### config.mk
export PLATFORM = sky130hd
export DESIGN_NAME = calc_unit_flat
export DESIGN_NICKNAME = d
export VERILOG_FILES = /design/src/rtl/calc_pkg.sv /design/src/rtl/calc_if.sv /design/src/rtl/calc_mul_seq.sv /design/src/rtl/calc_unit.sv /design/src/flat_wrapper.sv
export SDC_FILE = /design/constraint.sdc
export NUM_CORES = 1
export LEC_CHECK = 0
export CAP_MARGIN = 20
export CORE_MARGIN = 2
export CORE_UTILIZATION = 56
export CTS_CLUSTER_DIAMETER = 40
export DETAILED_ROUTE_END_ITERATION = 10
export GPL_TIMING_DRIVEN = 0
export PLACE_DENSITY = 0.8
export SLEW_MARGIN = 40
export SYNTH_ARGS = -nofsm -noshare
export SYNTH_HDL_FRONTEND = slang
export SYNTH_SLANG_ARGS = --single-unit
### constraint.sdc
create_clock -name clk -period 2.56 [get_ports clk]
set_clock_uncertainty 0.05 [all_clocks]
set_input_delay 0.384 -clock clk [delete_from_list [all_inputs] [get_ports clk]]
set_output_delay 0.384 -clock clk [all_outputs]
set_load 0.02 [all_outputs]
### src/rtl/calc_pkg.sv
// Shared encodings for the calc_unit slice: operation codes and FSM states.
package calc_pkg;

    typedef enum logic [1:0] {
        OP_ADD  = 2'b00,
        OP_SUB  = 2'b01,
        OP_MUL  = 2'b10,
        OP_RSVD = 2'b11
    } calc_op_e;

    typedef enum logic [1:0] {
        ST_IDLE = 2'b00,
        ST_MUL  = 2'b01,
        ST_DONE = 2'b10
    } calc_state_e;

endpackage

### src/rtl/calc_if.sv
// Request/response bundle between a requester (master) and calc_unit (slave).
// Handshake: a transfer happens on a rising edge where valid and ready are both 1.
interface calc_if #(
    parameter int WIDTH = 4
);
    logic                 in_valid;
    logic                 in_ready;
    logic [1:0]           op;
    logic [WIDTH-1:0]     a;
    logic [WIDTH-1:0]     b;
    logic                 out_valid;
    logic                 out_ready;
    logic [2*WIDTH-1:0]   result;
    logic                 flag;

    modport master (
        output in_valid, op, a, b, out_ready,
        input  in_ready, out_valid, result, flag
    );

    modport slave (
        input  in_valid, op, a, b, out_ready,
        output in_ready, out_valid, result, flag
    );
endinterface

### src/rtl/calc_mul_seq.sv
// Radix-2 shift-add multiplier, one multiplier bit per cycle.
// Bit 0 is folded into the start edge so the final product is ready WIDTH-1 edges later.
module calc_mul_seq #(
    parameter int WIDTH = 4
) (
    input  logic                 clk,
    input  logic                 rst_n,
    input  logic                 start,
    input  logic [WIDTH-1:0]     a,
    input  logic [WIDTH-1:0]     b,
    output logic                 busy,
    output logic                 done,
    output logic [2*WIDTH-1:0]   product
);
    localparam int CW = $clog2(WIDTH) + 1;

    logic [2*WIDTH-1:0] a_ext;
    logic [2*WIDTH-1:0] mcand;
    logic [2*WIDTH-1:0] acc;
    logic [WIDTH-1:0]   mplier;
    logic [CW-1:0]      cnt;

    assign a_ext = {{WIDTH{1'b0}}, a};

    always_ff @(posedge clk) begin
        if (!rst_n) begin
            mcand  <= '0;
            acc    <= '0;
            mplier <= '0;
            cnt    <= '0;
            busy   <= 1'b0;
            done   <= 1'b0;
        end else if (start) begin
            acc    <= b[0] ? a_ext : '0;
            mcand  <= a_ext << 1;
            mplier <= b >> 1;
            cnt    <= CW'(1);
            busy   <= 1'b1;
            done   <= 1'b0;
        end else if (busy) begin
            if (mplier[0]) begin
                acc <= acc + mcand;
            end
            mcand  <= mcand << 1;
            mplier <= mplier >> 1;
            if (cnt == CW'(WIDTH - 1)) begin
                busy <= 1'b0;
                done <= 1'b1;
                cnt  <= '0;
            end else begin
                cnt  <= cnt + CW'(1);
            end
        end else begin
            done <= 1'b0;
        end
    end

    assign product = acc;

endmodule

### src/rtl/calc_unit.sv
// Single-issue arithmetic unit: add/sub complete in one cycle, multiply uses
// the sequential shift-add engine. Results are held until the consumer takes them.
module calc_unit
    import calc_pkg::*;
#(
    parameter int WIDTH = 4
) (
    input  logic         clk,
    input  logic         rst_n,
    calc_if.slave        bus,
    output calc_state_e  state
);
    calc_state_e          state_q;
    calc_state_e          state_d;
    calc_op_e             op_in;
    logic                 accept;
    logic                 start_mul;
    logic                 mul_busy;
    logic                 mul_done;
    logic [2*WIDTH-1:0]   product;
    logic [WIDTH:0]       sum;
    logic [2*WIDTH-1:0]   alu_result;
    logic                 alu_flag;
    logic                 in_ready_q;
    logic                 out_valid_q;
    logic [2*WIDTH-1:0]   result_q;
    logic                 flag_q;

    assign op_in = calc_op_e'(bus.op);

    always_ff @(posedge clk) begin
        if (!rst_n) begin
            state_q <= ST_IDLE;
        end else begin
            state_q <= state_d;
        end
    end

    always_comb begin
        state_d = state_q;
        case (state_q)
            ST_IDLE: if (accept) state_d = start_mul ? ST_MUL : ST_DONE;
            ST_MUL:  if (mul_done) state_d = ST_DONE;
            ST_DONE: if (bus.out_ready) state_d = ST_IDLE;
            default: state_d = ST_IDLE;
        endcase
    end

    // Requests are only looked at in IDLE; anything on the inputs elsewhere is ignored.
    always_comb begin
        accept    = 1'b0;
        start_mul = 1'b0;
        if (state_q == ST_IDLE && bus.in_valid) begin
            accept    = 1'b1;
            start_mul = (op_in == OP_MUL);
        end
    end

    always_comb begin
        sum        = {1'b0, bus.a} + {1'b0, bus.b};
        alu_result = '0;
        alu_flag   = 1'b0;
        case (op_in)
            OP_ADD: begin
                alu_result[WIDTH-1:0] = sum[WIDTH-1:0];
                alu_flag              = sum[WIDTH];
            end
            OP_SUB: begin
                if (bus.a < bus.b) begin
                    alu_result[WIDTH-1:0] = bus.b - bus.a;
                    alu_flag              = 1'b1;
                end else begin
                    alu_result[WIDTH-1:0] = bus.a - bus.b;
                end
            end
            OP_RSVD: alu_flag = 1'b1;
            default: ;
        endcase
    end

    calc_mul_seq #(
        .WIDTH (WIDTH)
    ) u_mul (
        .clk     (clk),
        .rst_n   (rst_n),
        .start   (start_mul),
        .a       (bus.a),
        .b       (bus.b),
        .busy    (mul_busy),
        .done    (mul_done),
        .product (product)
    );

    // Handshake flags are registered from the next state so they track state_q exactly.
    always_ff @(posedge clk) begin
        if (!rst_n) begin
            in_ready_q  <= 1'b1;
            out_valid_q <= 1'b0;
            result_q    <= '0;
            flag_q      <= 1'b0;
        end else begin
            in_ready_q  <= (state_d == ST_IDLE);
            out_valid_q <= (state_d == ST_DONE);
            if (accept && !start_mul) begin
                result_q <= alu_result;
                flag_q   <= alu_flag;
            end else if (state_q == ST_MUL && mul_done && !mul_busy) begin
                result_q <= product;
                flag_q   <= |product[2*WIDTH-1:WIDTH];
            end
        end
    end

    assign bus.in_ready  = in_ready_q;
    assign bus.out_valid = out_valid_q;
    assign bus.result    = result_q;
    assign bus.flag      = flag_q;
    assign state         = state_q;

endmodule

### src/flat_wrapper.sv
// flat-port wrapper written by rule: the top's interface ports become plain ports
module calc_unit_flat import calc_pkg::*;
#(
    parameter int WIDTH = 4
)
  (clk, rst_n, state, bus_in_valid, bus_op, bus_a, bus_b, bus_out_ready, bus_in_ready, bus_out_valid, bus_result, bus_flag);
  calc_if #(.WIDTH(WIDTH)) bus_i ();
  input  logic clk;
  input  logic rst_n;
  output calc_state_e state;
  input wire logic [$bits(bus_i.in_valid)-1:0] bus_in_valid;
  input wire logic [$bits(bus_i.op)-1:0] bus_op;
  input wire logic [$bits(bus_i.a)-1:0] bus_a;
  input wire logic [$bits(bus_i.b)-1:0] bus_b;
  input wire logic [$bits(bus_i.out_ready)-1:0] bus_out_ready;
  output wire logic [$bits(bus_i.in_ready)-1:0] bus_in_ready;
  output wire logic [$bits(bus_i.out_valid)-1:0] bus_out_valid;
  output wire logic [$bits(bus_i.result)-1:0] bus_result;
  output wire logic [$bits(bus_i.flag)-1:0] bus_flag;
  assign bus_i.in_valid = bus_in_valid;
  assign bus_i.op = bus_op;
  assign bus_i.a = bus_a;
  assign bus_i.b = bus_b;
  assign bus_i.out_ready = bus_out_ready;
  assign bus_in_ready = bus_i.in_ready;
  assign bus_out_valid = bus_i.out_valid;
  assign bus_result = bus_i.result;
  assign bus_flag = bus_i.flag;
  calc_unit #(.WIDTH(WIDTH)) u_core (.clk(clk), .rst_n(rst_n), .bus(bus_i), .state(state));
endmodule
# After elaboration in Yosys (flattened, before gate mapping)
# Cells that the tools add are included.
# word_totals
latch_bits	0
inputBits	14
mem_count	0
word_cells	75
ramBits	0
romBits	0
reg_bits	36
# classes
muxes	29
add_sub_neg	5
bitwise	2
order_cmp	1
shift	0
div_mod_pow	0
multipliers	0
eq_ne	7
n_reduce_logical	17
# ops
cell	count
two-way mux 8 bit	3
two-way mux 4 bit	4
two-way mux 1 bit	10
two-way mux 5 bit	2
two-way mux 3 bit	3
adder 8 bit	1
equality test 2 bit, second input constant	4
two-way mux 2 bit	4
one-hot mux 4 bit (2 select lines)	1
subtractor 4 bit	2
logical NOT 2 bit	3
one-hot mux 2 bit (3 select lines)	1
nonzero test 2 bit	3
adder 4 x 4 -> 5 bit	1
equality test 2 x 1 -> 1 bit, second input constant	2
logical AND 1 bit	4
less-than comparator 4 bit	1
OR reduction 2 bit	2
OR reduction 4 bit	1
adder 3 x 1 -> 3 bit, second input constant	1
equality test 3 x 2 -> 1 bit, second input constant	1
one-hot mux 1 bit (3 select lines)	1
OR reduction 3 bit	1
logical NOT 1 bit	2
other kinds (2)	3

# Longest topological paths before layout
# Gate-level depths: netlist of the first run.
# depth
depth_word	7
ltp_mapped	9

# Modules after synthesis
# Synthesis of the first run repeated with hierarchy kept, for this count alone.
# unflattened
hier_cells	265
area_unflattened_um2	2317.2
# by_module_without_submodules
mod	cells_per_inst	seq_area_each_um2	area_each_um2	n_inst
calc_mul_seq	135	460.4	1263.7	1
calc_unit	130	260.2	1053.5	1

# Worst setup path before layout of the first run
# OpenSTA, ideal clock, no wires.
# synth_timing
kind	input-to-reg
start	input bus_a[0]
end	register u_core.result_q[3] (netlist: u_core.bus.result[3])
path_slack_ns	0.461
path_stages	9
t_arrival_ns	1.979
n_path_buf	0
required_ns	2.440
cell_sequence	inv_1 -> ha_1 -> inv_1 -> fa_1 -> nand3_1 -> nand2_1 -> o311a_1 -> a221o_1 -> a21oi_1
# synth_between
elab_chain_cells	4
word_cells_on_any_way	7
classes_between	add/sub (3); order compare (1); mux (3)
# synth_rtl
item	line_no	source
start: declaration	flat_wrapper.sv:13	input wire logic [$bits(bus_i.a)-1:0] bus_a;
subtractor 4 bit (tied with other cells)	calc_unit.sv:73	alu_result[WIDTH-1:0] = bus.a - bus.b;
two-way mux 4 bit	calc_unit.sv:69	if (bus.a < bus.b) begin
one-hot mux 4 bit (2 select lines) *	calc_unit.sv:63	case (op_in)
two-way mux 4 bit *	calc_unit.sv:104	if (accept && !start_mul) begin
end signal: assignment	calc_unit.sv:105	result_q <= alu_result;
end signal: assignment	calc_unit.sv:108	result_q <= product;
end: declaration	calc_unit.sv:26	logic [2*WIDTH-1:0] result_q;
# Mark *: on every way between the ends. The rest lies on a longest branch, timed or not.
# A chain may end at the register's enable or synchronous reset.

# Worst setup path in the final report of the first run
# layout_timing
start	input bus_b[3]
end	register u_core.result_q[2] (netlist: u_core.bus.result[2])
# layout_between
elab_chain_cells	4
# layout_rtl
item	line_no	source
start: declaration	flat_wrapper.sv:14	input wire logic [$bits(bus_i.b)-1:0] bus_b;
less-than comparator 4 bit	calc_unit.sv:69	
two-way mux 4 bit	calc_unit.sv:69	
one-hot mux 4 bit (2 select lines)	calc_unit.sv:63	
two-way mux 4 bit	calc_unit.sv:104	
# No other way between the ends.

==> flow_summary.rst, run 1 <==
.. list-table::
   :header-rows: 1

   * - Metric
     - Value
   * - Ranking of synthesized cells by area
     - dfxtp_1 (32%), ha_1 (10%), nand2_1 (6.1%)
   * - Inserted Diodes
     - 0
   * - Routed Antenna Nets
     - 0
   * - Syn_area_per_cell
     - between 8 and 9 µm²
   * - Crit-path max cell delay
     - approximately 0.51 ns
   * - DP Cell Count
     - 332
   * - CP Buf/Inv Count
     - 2
   * - Cell count of the worst hold path
     - 2
   * - Top_reg_cell synth
     - dfxtp_1
   * - Remaining routing DRC violations
     - 0
   * - Most used standard cells in the synthesized netlist
     - dfxtp_1 (36), nand2_1 (36), nor2_1 (24), a21oi_1 (22), ha_1 (18)
   * - Count of vias placed by the detailed router
     - 1945
   * - Ys async rst share
     - 0
   * - Initial antenna violation count
     - 0
   * - Syn Nets
     - 296
   * - Critical hold path startpoint
     - rst_n
   * - # IOs
     - 27
   * - Relative area change from synthesis to final layout
     - 18.33%
   * - TritonCTS buffer count
     - 5
   * - Reg-to-reg critical path endpoint
     - u_core.u_mul.product[5]$_SDFFE_PN0N_
   * - TritonCTS clock tree
     - yes
   * - Layout cells sized above 1
     - 0.08219
   * - Area taken by flip-flops and latches
     - between 700 and 800 µm²
   * - Quantity of I/O buffers inserted on ports
     - 24
   * - Starting utilization of the core area
     - 0.5943
   * - Setup Crit Path Kind
     - input port to flop
   * - Proportion of netlist area held by the largest area contributor
     - 0.3240
   * - Number of standard cells after synthesis
     - 260
   * - Seq/Total Area, Yosys
     - 0.3240
   * - Kind of start point of the critical path
     - input port
   * - Crit path max fanout
     - 7
   * - Post-DR vias/cell
     - ~5.7
   * - Result of the run
     - finished, final reports clean
   * - Number of buffers inserted by hold repair at cts
     - 0
   * - Final count of negative-setup-slack endpoints
     - 0
   * - Unrepaired setup endpoints after global routing
     - false
   * - Max capacitance violation total
     - 0
   * - Hold Crit Class
     - input port to flop
   * - Routability congestion estimate
     - 0.9153
   * - Number of fill cells
     - approximately 310
   * - Endpoint kind of the worst setup timing path
     - flop
   * - Cell taking the most area after synthesis
     - dfxtp_1
   * - Leakage dissipation
     - 1.065 nW
   * - Placeable Area
     - around 3700 µm²
   * - Clk Latency, worst-skew pair
     - roughly 0.29 ns
   * - Synth Warn #
     - 0
   * - Cell Count, Final, Fillers Out
     - 340
   * - Clock sink count
     - 36
   * - Arr. time, crit path
     - 2.55 ns
   * - Die span in y
     - 67.03 µm
   * - Crit-path cells
     - clkdlybuf4s50_1, inv_1, ha_2, a21oi_4, mux2_2, a221o_1, a22oi_1, a211oi_1
   * - Post-layout nets
     - between 300 and 400
   * - Placed wire-length estimate
     - between 3000 and 4000 µm
   * - Worst r2r src
     - u_core.u_mul.mcand[1]$_SDFFE_PN0P_
   * - Area of combinational cells with multiple inputs
     - ~1400 µm²
   * - Per-cell routed wire length
     - 14.41 µm
   * - Global routing usage summed across all routing layers
     - 0.2364
   * - Maximum level of the CTS H-tree
     - 2
   * - Minimum hold slack
     - roughly 0.32 ns
   * - Max Root-Sink Buffers
     - 2
   * - Maximum number of pins on one net before global-route repair
     - 13
   * - Power density normalized to cell area
     - 486.0 nW/µm²
   * - Worst relative slew slack
     - 0.6270
   * - Number of endpoints with negative hold slack in the final report
     - 0
   * - Clk root buf
     - clkbuf_8
   * - Required time of the critical path
     - between 2 and 3 ns
   * - Maximum clock rate
     - between 400 and 500 MHz
   * - Cell type of the slowest stage on the worst timing path
     - clkdlybuf4s50_1
   * - Area of the die
     - 4493 µm²
   * - Tmin final
     - 2.436 ns
   * - Flip-flop and latch count after synthesis
     - 36
   * - Wire length of the first global-routing pass
     - 7983 µm
   * - Max IR drop VDD
     - around 0.33 mV
   * - FF-to-FF path depth
     - 6
   * - Clock Pin Slew Worst Setup and Hold Paths
     - approximately 0.07 ns
   * - Beginning of the critical path
     - bus_b[3]
   * - Pin slew with the least headroom to its limit
     - roughly 0.56 ns
   * - Number of core rows
     - 22
   * - Die width
     - about 67 µm
   * - Aggregate routed wire length
     - a little under 5000 µm
   * - Vias in the first global route
     - about 1800
   * - Portion of the clock cycle consumed by the worst path in the final layout
     - 0.9516
   * - Mapped Area
     - 2225 µm²
   * - GRT Residual Overflow
     - 0
   * - Post-layout power
     - between 1 and 1.5 mW
   * - Number of synthesized flops with an enable pin
     - 0
   * - Crit-path leading delay family
     - compound AO/OA/AOI/OAI gates
   * - Iteration-0 DRC count of the detailed router
     - approximately 130
   * - Number of distinct library cell variants in the gate-level netlist after synthesis
     - just over 50
   * - Total count of max-transition violations in the final report
     - 0
   * - Hold worst-path end
     - u_core.bus.result[0]$_SDFFE_PN0P_
   * - Final total negative setup slack
     - 0 ns
   * - Worst reg-to-reg setup slack
     - 0.52 ns
   * - Pre-antenna DRT Iters
     - 4
==> where the power goes <==
group	internal (mW)	leakage (nW)	switching (mW)	total, mW
clock	0.189	0.0479	0.205	0.394
sequential	0.586	0.293	0.0188	0.605
combinational	0.127	0.724	0.153	0.280
total	0.903	1.06	0.377	1.28
==> worst register-to-register path: cells and delay by family (launching register included) <==
family	cells	cell delay (ns)
flip-flops	1	0.34
AND/OR/NAND/NOR	1	0.38
adder cells (fa/ha/maj)	2	0.65
AO/OA/AOI/OAI	3	0.55
==> routing by layer <==
metal	global-route usage	vias up	routed length [µm]
li1	-	988	-
met1	0.3257	878	2344
met2	0.3800	71	2193
met3	0.04392	8	291
met4	0.05612	0	68
met5	0	-	0
==> area by class of cell <==
cell class | count | area share
multi-input cells | 197 | 0.5271
flip-flops and latches | 36 | 0.2738
repair buffers | 24 | 0.09221
plain buffers | 12 | 0.02947
clock buffers | 5 | 0.02614
well taps | 48 | 0.02281
inverters | 15 | 0.02139
clock inverters | 3 | 0.007129
==> what timing repair did <==
action,in CTS,in global routing
endpoints found under the setup margin,1,2
buffers inserted,0,0
pin swaps,0,0
resized for setup,2,6
cloned,0,0
==> logic make-up after synthesis <==
logic type      count (synthesis)  share of synthesized area
xor+xnor                        2                   0.007875
flops                          36                     0.3240
buf+inv                        27                    0.06018
simple gates                   92                     0.1974
fa+ha+maj                      22                     0.1372
mux                            16                    0.07368
compound gates                 65                     0.1997
==> state kept, by name (all words and copies together), names as in the netlist <==
signal and count:
u_core.bus.flag 1, u_core.bus.in_ready 1, u_core.bus.out_valid 1, u_core.bus.result 8
u_core.state 2, u_core.u_mul.busy 1, u_core.u_mul.cnt 3, u_core.u_mul.done 1
u_core.u_mul.mcand 7, u_core.u_mul.mplier 3, u_core.u_mul.product 8
==> per-stage QoR <==
step	util	setup slack (ns)	instance area (µm²)
floorplan	-	0.4613	2225
global placement	0.6745	-0.2871	2525
detailed placement	0.6745	-0.3035	2525
CTS	0.6972	0.03634	2610
global route	0.7032	0.01755	2633
finish	0.7032	0.1238	2633
==> worst max path at each step <==
stage,endpoint,slack (ns),cells past startpoint
5_1_grt,u_core.bus.result[2]$_SDFFE_PN0P_,0.02,8
3_5_place_dp,u_core.bus.result[3]$_SDFFE_PN0P_,-0.30,8
2_1_floorplan,u_core.bus.result[3]$_SDFFE_PN0P_,0.46,9
6_report,u_core.bus.result[2]$_SDFFE_PN0P_,0.12,8
4_1_cts,u_core.bus.result[2]$_SDFFE_PN0P_,0.04,8
3_3_place_gp,u_core.bus.result[3]$_SDFFE_PN0P_,-0.29,8
==> cell usage in the layout, fill, tap and decap left out, types with 3 or more instances in the layout <==
cell,count
a211oi_1,7
a21oi_1,22
a221o_1,3
a311oi_1,3
clkbuf_1,5
clkbuf_8,8
clkdlybuf4s50_1,20
dfxtp_1,36
fa_1,3
ha_1,17
inv_1,14
mux2_2,3
mux2i_1,13
nand2_1,36
nand2b_1,4
nor2_1,24
nor3_1,4
nor3b_1,3
o21a_1,4
o21ai_0,6
o31ai_1,3
Note: power is estimated with default switching activity, not from simulation.
==> run 2: changes to the inputs <==
- GPL_ROUTABILITY_DRIVEN: default -> 0
==> results of run 2 <==
Final layout, timing and power as in run 1 (identical DEF).
==> run 3: changes to the inputs <==
- DONT_BUFFER_PORTS: default -> 1
- PLACE_DENSITY: 0.8 -> 0.71
==> run 3 against run 2 <==
  * Power grew 4.8%
  * Combinational power fell by 28%
  * Largest cell class unchanged
  * Critical path depth is 1 lower
  * Maximum frequency is 21% higher
  * First-iteration DRC count is 40% lower
  * Cell area shrank 8.8%
  * Flip-flop and latch count is the same
  * Routed wire length shrank 3.9%
  * Largest power group unchanged
==> flow_summary.rst, run 3 (synthesis gave the netlist of run 1 again) <==
.. list-table::
   :header-rows: 1

   * - Metric
     - Value
   * - Result of the run
     - finished, final reports clean
   * - Global routing usage summed across all routing layers
     - 0.2455 (+0.009133)
   * - Leakage dissipation
     - 0.9610 nW (-9.8%)
   * - Cts repair resizes
     - 0 (-2)
   * - Commonest non-fill, non-tap cells in the layout
     - nand2_1 (36), dfxtp_1 (36), nor2_1 (24)
   * - GRT Residual Overflow
     - 0 (unchanged)
   * - Cell count of the worst hold path
     - 2 (unchanged)
   * - Starting utilization of the core area
     - 0.5943 (unchanged)
   * - Clk root buf
     - clkbuf_8
   * - Placed wire-length estimate
     - 3652 µm (-2.6%)
   * - Post-layout nets
     - 303 (-7.3%)
   * - Placeable Area
     - 3744 µm² (unchanged)
   * - Remaining routing DRC violations
     - 0 (unchanged)
   * - Final total negative setup slack
     - 0 ns (unchanged)
   * - Required time of the critical path
     - 2.70 ns (+0.03 ns)
   * - Maximum clock rate
     - 497.7 MHz (+21%)
   * - Initial antenna violation count
     - 0 (unchanged)
   * - Max IR drop VDD
     - 0.2275 mV (-31%)
   * - Routed Antenna Nets
     - 0 (unchanged)
   * - Clock sink count
     - 36 (unchanged)
   * - Tmin final
     - 2.009 ns (-0.4268 ns)
   * - Count of vias placed by the detailed router
     - 1803 (-7.3%)
   * - Number of buffers inserted by hold repair at cts
     - 0 (unchanged)
   * - Crit-path cells
     - ha_1, fa_1, a21oi_1, o21ai_0, mux2i_1, nand2_1, a21bo_2
   * - Clock Pin Slew Worst Setup and Hold Paths
     - 0.08 ns (about the same)
   * - TritonCTS buffer count
     - 5 (unchanged)
   * - Final count of negative-setup-slack endpoints
     - 0 (unchanged)
   * - Critical hold path startpoint
     - bus_b[3]
   * - FF-to-FF path depth
     - 7 (+1)
   * - Number of endpoints with negative hold slack in the final report
     - 0 (unchanged)
   * - Maximum number of pins on one net before global-route repair
     - 14 (+1)
   * - Pin slew with the least headroom to its limit
     - 0.5413 ns (-0.01822 ns)
   * - Relative area change from synthesis to final layout
     - 7.874%
   * - Layout cells sized above 1
     - 0.07836 (-0.003834)
   * - Total count of max-transition violations in the final report
     - 0 (unchanged)
   * - Crit-path max cell delay
     - 0.40 ns (-0.11 ns)
   * - Reg-to-reg critical path endpoint
     - u_core.u_mul.product[7]$_SDFFE_PN0N_
   * - Post-layout power
     - 1.341 mW (+4.8%)
   * - # IOs
     - 27 (unchanged)
   * - Worst r2r src
     - u_core.u_mul.mcand[1]$_SDFFE_PN0P_
   * - Unrepaired setup endpoints after global routing
     - false
   * - Worst relative slew slack
     - 0.6391 (+0.01215)
   * - Quantity of I/O buffers inserted on ports
     - 0 (-100%)
   * - Aggregate routed wire length
     - 4708 µm (-3.9%)
   * - Max capacitance violation total
     - 0 (unchanged)
   * - Endpoint kind of the worst setup timing path
     - flop
   * - TritonCTS clock tree
     - yes
   * - Hold Crit Class
     - input port to flop
   * - Post-CTS setup buffer count
     - 0 (unchanged)
   * - Cell type of the slowest stage on the worst timing path
     - fa_1
   * - Per-cell routed wire length
     - 14.90 µm (+3.4%)
   * - Kind of start point of the critical path
     - flop
   * - Worst reg-to-reg setup slack
     - 0.55 ns (+0.03 ns)
   * - Portion of the clock cycle consumed by the worst path in the final layout
     - 0.7849 (-0.1667)
   * - Post-DR vias/cell
     - 5.706 (-0.26%)
   * - Max Root-Sink Buffers
     - 2 (unchanged)
   * - Arr. time, crit path
     - 2.15 ns (-0.40 ns)
   * - Setup Crit Path Kind
     - flop to flop
   * - Die width
     - 67.03 µm (unchanged)
   * - Hold worst-path end
     - u_core.u_mul.mplier[2]$_SDFFE_PN0P_
   * - Die span in y
     - 67.03 µm (unchanged)
   * - Maximum level of the CTS H-tree
     - 2 (unchanged)
   * - Wire length of the first global-routing pass
     - 8100 µm (+1.5%)
   * - Inserted Diodes
     - 0 (unchanged)
   * - Crit path max fanout
     - 3 (-4)
   * - Area of the die
     - 4493 µm² (unchanged)
   * - Number of core rows
     - 22 (unchanged)
   * - Power density normalized to cell area
     - 558.9 nW/µm² (+15%)
   * - Clk Latency, worst-skew pair
     - 0.29 ns (about the same)
   * - Vias in the first global route
     - 1761 (+0.46%)
   * - Iteration-0 DRC count of the detailed router
     - 77 (-40%)
   * - Pre-antenna DRT Iters
     - 4 (unchanged)
## run 3: layout make-up
cell class,instances,area [µm²]
plain buffers,12,77.57
fillers,355,1344
clock inverters,3,46.29
multi-input cells,197,1370
flip-flops and latches,36,720.7
clock buffers,5,68.82
well taps,48,60.06
inverters,15,56.30
## run 3: how the worst max path moves through the flow
stage	from	cells after the start	end	slack [ns]
global placement	bus_a[0]	9	u_core.bus.result[3]$_SDFFE_PN0P_	0.31
finish	u_core.u_mul.mcand[1]$_SDFFE_PN0P_	7	u_core.u_mul.product[7]$_SDFFE_PN0N_	0.55
floorplan	bus_a[0]	9	u_core.bus.result[3]$_SDFFE_PN0P_	0.46
global route	u_core.u_mul.mcand[1]$_SDFFE_PN0P_	7	u_core.u_mul.product[7]$_SDFFE_PN0N_	0.41
CTS	u_core.u_mul.mcand[1]$_SDFFE_PN0P_	7	u_core.u_mul.product[7]$_SDFFE_PN0N_	0.54
detailed placement	bus_a[0]	9	u_core.bus.result[3]$_SDFFE_PN0P_	0.27
## run 3: where the power goes
part / switching (mW) / internal [mW] / leakage (nW)
combinational: 0.113 / 0.0883 / 0.613
clock: 0.222 / 0.293 / 0.0548
sequential: 0.0393 / 0.586 / 0.293
## run 3: stage by stage
| step | hold WS (ns) | util | setup WS, ns | instance area (µm²) | cells |
|---|---|---|---|---|---|
| floorplan | 0.3832 | - | 0.4613 | 2225 | 260 |
| global placement | 0.4110 | 0.6103 | 0.3108 | 2285 | 308 |
| detailed placement | 0.4100 | 0.6103 | 0.2745 | 2285 | 308 |
| CTS | 0.1699 | 0.6410 | 0.5423 | 2400 | 316 |
| global route | 0.1708 | 0.6410 | 0.4080 | 2400 | 316 |
| finish | 0.1770 | 0.6410 | 0.5507 | 2400 | 316 |
## run 3: critical path: cells and delay by family, from the launching register on
family          cells  cell delay (ns)
simple gates        1             0.07
flops               1             0.34
fa+ha+maj           2             0.64
mux                 1             0.23
compound gates      3             0.56
## run 3: metal layers
metal	wire (µm)	track usage	up-vias
met5	0	0	-
met4	63	0.08418	0
met3	298	0.06419	6
met2	2010	0.3787	40
met1	2334	0.3292	824
li1	-	-	933
